===== src/rtl/stopwatch_pkg.sv =====
// Shared types for the stopwatch digit counters.
// Holds the run-state encoding and count direction constants.
package stopwatch_pkg;

  typedef enum logic [1:0] {
    IDLE,
    RUN,
    PAUSED
  } state_t;

  localparam logic DIR_UP   = 1'b0;
  localparam logic DIR_DOWN = 1'b1;

endpackage


===== src/rtl/modn_step.sv =====
// Mod-N next-value and terminal-count logic for one digit.
// Purely combinational; wraps at 0 and MODULUS-1.
module modn_step
  import stopwatch_pkg::*;
#(
  parameter int MODULUS = 6,
  parameter int WIDTH   = 4
) (
  input  logic [WIDTH-1:0] value,
  input  logic             dir,
  output logic [WIDTH-1:0] next_value,
  output logic             at_terminal
);

  localparam logic [WIDTH-1:0] TOP = WIDTH'(MODULUS - 1);
  localparam logic [WIDTH-1:0] ONE = WIDTH'(1);

  always_comb begin
    at_terminal = 1'b0;
    next_value  = value;
    if (dir == DIR_DOWN) begin
      at_terminal = (value == '0);
      next_value  = at_terminal ? TOP : value - ONE;
    end else begin
      at_terminal = (value == TOP);
      next_value  = at_terminal ? '0 : value + ONE;
    end
  end

endmodule


===== src/rtl/modn_digit_counter.sv =====
// One stopwatch digit: mod-N up/down counter with run/pause control.
// cout is combinational so a chained digit advances on the same edge.
module modn_digit_counter
  import stopwatch_pkg::*;
#(
  parameter int MODULUS = 6,
  parameter int WIDTH   = 4
) (
  input  logic             clk,
  input  logic             reset,
  input  logic             start_resume,
  input  logic             stop,
  input  logic             clear,
  input  logic             cin,
  input  logic             dir,
  input  logic             load,
  input  logic [WIDTH-1:0] load_value,
  output logic [WIDTH-1:0] number,
  output logic             cout,
  output logic             running
);

  if (WIDTH < 1 || WIDTH > 8) begin : g_bad_width
    $error("modn_digit_counter: WIDTH out of range 1..8");
  end
  if (MODULUS < 2 || MODULUS > (1 << WIDTH)) begin : g_bad_mod
    $error("modn_digit_counter: MODULUS out of range 2..2**WIDTH");
  end

  localparam logic [WIDTH:0]   MOD_EXT = (WIDTH + 1)'(MODULUS);
  localparam logic [WIDTH-1:0] TOP     = WIDTH'(MODULUS - 1);

  state_t           state;
  state_t           state_nx;
  logic [WIDTH-1:0] number_nx;
  logic [WIDTH-1:0] step_value;
  logic [WIDTH-1:0] sat_value;
  logic             at_terminal;
  logic             count_en;

  modn_step #(
    .MODULUS(MODULUS),
    .WIDTH  (WIDTH)
  ) u_step (
    .value      (number),
    .dir        (dir),
    .next_value (step_value),
    .at_terminal(at_terminal)
  );

  assign sat_value = ({1'b0, load_value} >= MOD_EXT) ? TOP : load_value;
  assign count_en  = (state == RUN) & cin & ~clear & ~load & ~stop;
  assign cout      = count_en & at_terminal;

  always_comb begin
    state_nx  = state;
    number_nx = number;
    priority case (1'b1)
      clear: begin
        state_nx  = IDLE;
        number_nx = '0;
      end
      load: number_nx = sat_value;
      stop: begin
        if (state == RUN) state_nx = PAUSED;
      end
      (start_resume && state != RUN): state_nx = RUN;
      count_en: number_nx = step_value;
      default: ;
    endcase
  end

  always_ff @(posedge clk or negedge reset) begin
    if (!reset) begin
      state   <= IDLE;
      number  <= '0;
      running <= 1'b0;
    end else begin
      state   <= state_nx;
      number  <= number_nx;
      running <= (state_nx == RUN);
    end
  end

endmodule


===== config.mk =====
export PLATFORM = sky130hd
export DESIGN_NAME = modn_digit_counter
export DESIGN_NICKNAME = d
export VERILOG_FILES = /design/src/rtl/stopwatch_pkg.sv /design/src/rtl/modn_step.sv /design/src/rtl/modn_digit_counter.sv
export SDC_FILE = /design/constraint.sdc
export NUM_CORES = 1
export LEC_CHECK = 0
export ABC_AREA = 1
export CAP_MARGIN = 20
export CORE_MARGIN = 2
export CORE_UTILIZATION = 40
export DETAILED_ROUTE_END_ITERATION = 10
export PLACE_DENSITY = 0.72
export SLEW_MARGIN = 40
export SYNTH_ARGS = -nofsm -noshare
export SYNTH_HDL_FRONTEND = slang
export SYNTH_HIERARCHICAL = 1
export SYNTH_SLANG_ARGS = --single-unit

===== constraint.sdc =====
create_clock -name clk -period 1.5 [get_ports clk]
set_clock_uncertainty 0.2 [all_clocks]
set_input_delay 0.3 -clock clk [delete_from_list [all_inputs] [get_ports clk]]
set_output_delay 0.3 -clock clk [all_outputs]
set_load 0.1 [all_outputs]

==> metrics.txt <==
status=finished, violations left; violated checks=negative setup slack; register area share after synthesis=0.316; startpoint of the worst-slack reg-to-reg timing path=number[1]; start-to-end type of the worst setup path=flop to primary output; hold-fix buffers at CTS=0; routed length per placed instance=13.9 um; DRC violation count after routing=0; maximum vdd ir drop=647 uV; Post-DP HPWL=1400 um; net count after synthesis=102; num rows=13; destination of the worst register-to-register timing path=number[1]; Leakage Power=0.557 nW; post-route core utilization=0.843; TritonCTS clock tree=yes; unrepaired setup endpoints after global routing=true; Synth Area per Inst=6.16 um2; maximum number of pins on one net before global-route repair=8; die height=41.2 um; number of cells produced by synthesis=90; total number of clock tree sinks=7; cell count after placement=140; Detailed Route Iter0 Violations=10; Period minus WS final=2.02 ns; fin worst setup slack=-0.518 ns; Crit path required time=1.00 ns; count of antenna-violating nets left after detailed routing=0; count of cells along the worst register-to-register path=12; flop and latch count out of synthesis=7; router iterations before antenna repair=4; Hold Vio Cnt, Final=0; maximum level of the CTS H-tree=1; die area=1700 um2; Total Wirelength=2100 um; number of warnings printed during yosys synthesis=6; Finished Layout Cells=151; core footprint=1300 um2; antenna cell count=0; CP startpoint kind=flop; Clock Latency Late Sink=0.26 ns; via count of the first global-routing pass=707; total routing usage reported by global routing=0.256; top-level port count=18; vias after detailed routing=800; max capacitance violation total=0; width of the die=41.2 um; f_max=496 MHz; crit share post-route=1.35; worst hold margin=0.0928 ns; initial core utilization=0.426; clock slew seen by the registers of the worst setup and hold paths=0.06 ns; highest fanout seen on the critical path=4; number of buffers added by the clock tree synthesis step=3; Area growth, synth to finish=98.0%; Port Buffer Count=17; critical path endpoint category=primary output; drt via density=5.30; power per cell area=696 nW/um2; signal arrival time at the worst endpoint=1.52 ns; pins over their slew limit=0; post-placement setup slack=-0.471 ns; number of buffers on the longest clock path=2; RePlAce Congestion=0.780; final setup violating endpoints=8; total grt overflow=0; Fin Setup TNS=-1.64 ns; number of library cell types mapped by synthesis=14; first-pass GRT wire length=2720 um; actual transition at the worst max-transition pin=0.316 ns; clock tree root buffer cell=sky130_fd_sc_hd__clkbuf_4; antenna violations before repair=0; share of post-route cells with drive strength above 1=0.471; cell area after synthesis=554 um2; class of the most critical hold timing path=input port to async pin; Max-Slew Margin vs Limit=0.789; internal reg-to-reg setup slack=-0.29 ns; nets=149
==> metrics by stage <==
stage	power, mW	instance area [um2]
final	0.763	1100
after global routing	0.803	1100
after CTS	0.734	1060
after detailed placement	0.529	966
after global placement	0.521	966
after floorplan	0.376	582
==> repair_timing <==
item	in CTS	in global routing
gates resized for setup	12	6
buffers inserted	4	5
pin swaps	5	5
setup endpoints to repair	7	8
hold endpoints to repair	0	0
==> power by group <==
group	switching [mW]	internal, mW	leakage, nW	total (mW)
sequential	0.0139	0.204	0.0877	0.218
combinational	0.199	0.169	0.454	0.368
clock	0.0753	0.102	0.0150	0.177
total	0.289	0.475	0.557	0.763
==> cell families after synthesis <==
group / Yosys count / synth area share
compound gates: 5 / 0.0542
buf+inv: 15 / 0.102
flops: 7 / 0.316
simple gates: 63 / 0.528
==> how the worst max path moves through the flow <==
stage                         start   end  depth (start not counted)
after floorplan           number[0]  cout                          5
after global placement          cin  cout                          6
after detailed placement        cin  cout                          6
after CTS                 number[0]  cout                          6
after global routing      number[1]  cout                          6
final                     number[1]  cout                          6
==> worst max-delay path: stages, from the launching register on <==
cell and delay, ns:
sky130_fd_sc_hd__dfrtp_4 0.50, sky130_fd_sc_hd__nor2_4 0.13, sky130_fd_sc_hd__nand3_2 0.11, sky130_fd_sc_hd__o21ai_2 0.13
sky130_fd_sc_hd__inv_1 0.07, sky130_fd_sc_hd__nor2_4 0.11, sky130_fd_sc_hd__buf_12 0.18
==> synthesized netlist by cell type <==
cell                      count  share of area
sky130_fd_sc_hd__nor2_1      10          0.068
sky130_fd_sc_hd__o21ai_2      1          0.016
sky130_fd_sc_hd__inv_1       11          0.074
sky130_fd_sc_hd__nor2_2       4          0.045
sky130_fd_sc_hd__o21ai_1      2          0.018
sky130_fd_sc_hd__dfrtp_1      7           0.32
sky130_fd_sc_hd__o21ai_0      1         0.0090
sky130_fd_sc_hd__nand2_1     25           0.17
sky130_fd_sc_hd__nand3_1     17           0.15
sky130_fd_sc_hd__a31oi_1      1          0.011
sky130_fd_sc_hd__nand4_1      2          0.023
sky130_fd_sc_hd__inv_2        4          0.027
sky130_fd_sc_hd__nand2_2      3          0.034
sky130_fd_sc_hd__nand3_2      2          0.036
==> metal layers <==
| metal | up-vias | wire length [um] | GRT usage |
|---|---|---|---|
| li1 | 382 | - | - |
| met1 | 379 | 752 | 0.211 |
| met2 | 29 | 1180 | 0.535 |
| met3 | 10 | 89 | 0.0652 |
| met4 | 0 | 81 | 0.121 |
| met5 | - | 0 | 0 |
==> area by class of cell <==
cell class	count	area, um2
clock buffers	4	26.3
fillers	84	204
inverters	15	58.8
multi-input cells	68	370
flip-flops and latches	7	190
well taps	15	18.8
repair buffers	42	433
==> flip-flops by register name, summed over array words and instances, names as in the netlist <==
signal,cells
running,1
number,4
state,2
==> placed cells by master (no fill, tap or decap) <==
cell type,count
sky130_fd_sc_hd__dfrtp_4,4
sky130_fd_sc_hd__buf_12,6
sky130_fd_sc_hd__inv_2,5
sky130_fd_sc_hd__clkbuf_4,3
sky130_fd_sc_hd__clkdlybuf4s50_1,11
sky130_fd_sc_hd__nor2_2,6
sky130_fd_sc_hd__dfrtp_1,3
sky130_fd_sc_hd__a31oi_1,1
sky130_fd_sc_hd__buf_6,4
sky130_fd_sc_hd__nand4_1,2
sky130_fd_sc_hd__nor2_4,2
sky130_fd_sc_hd__nand3_1,15
sky130_fd_sc_hd__inv_4,1
sky130_fd_sc_hd__o21ai_2,3
sky130_fd_sc_hd__nand2_2,4
sky130_fd_sc_hd__inv_1,9
sky130_fd_sc_hd__buf_4,21
sky130_fd_sc_hd__o21ai_1,1
sky130_fd_sc_hd__clkbuf_1,1
sky130_fd_sc_hd__nand3_2,4
sky130_fd_sc_hd__nor2_1,6
sky130_fd_sc_hd__nand2_1,23
sky130_fd_sc_hd__nand2_4,1
Power figures use the tool's default switching activity.
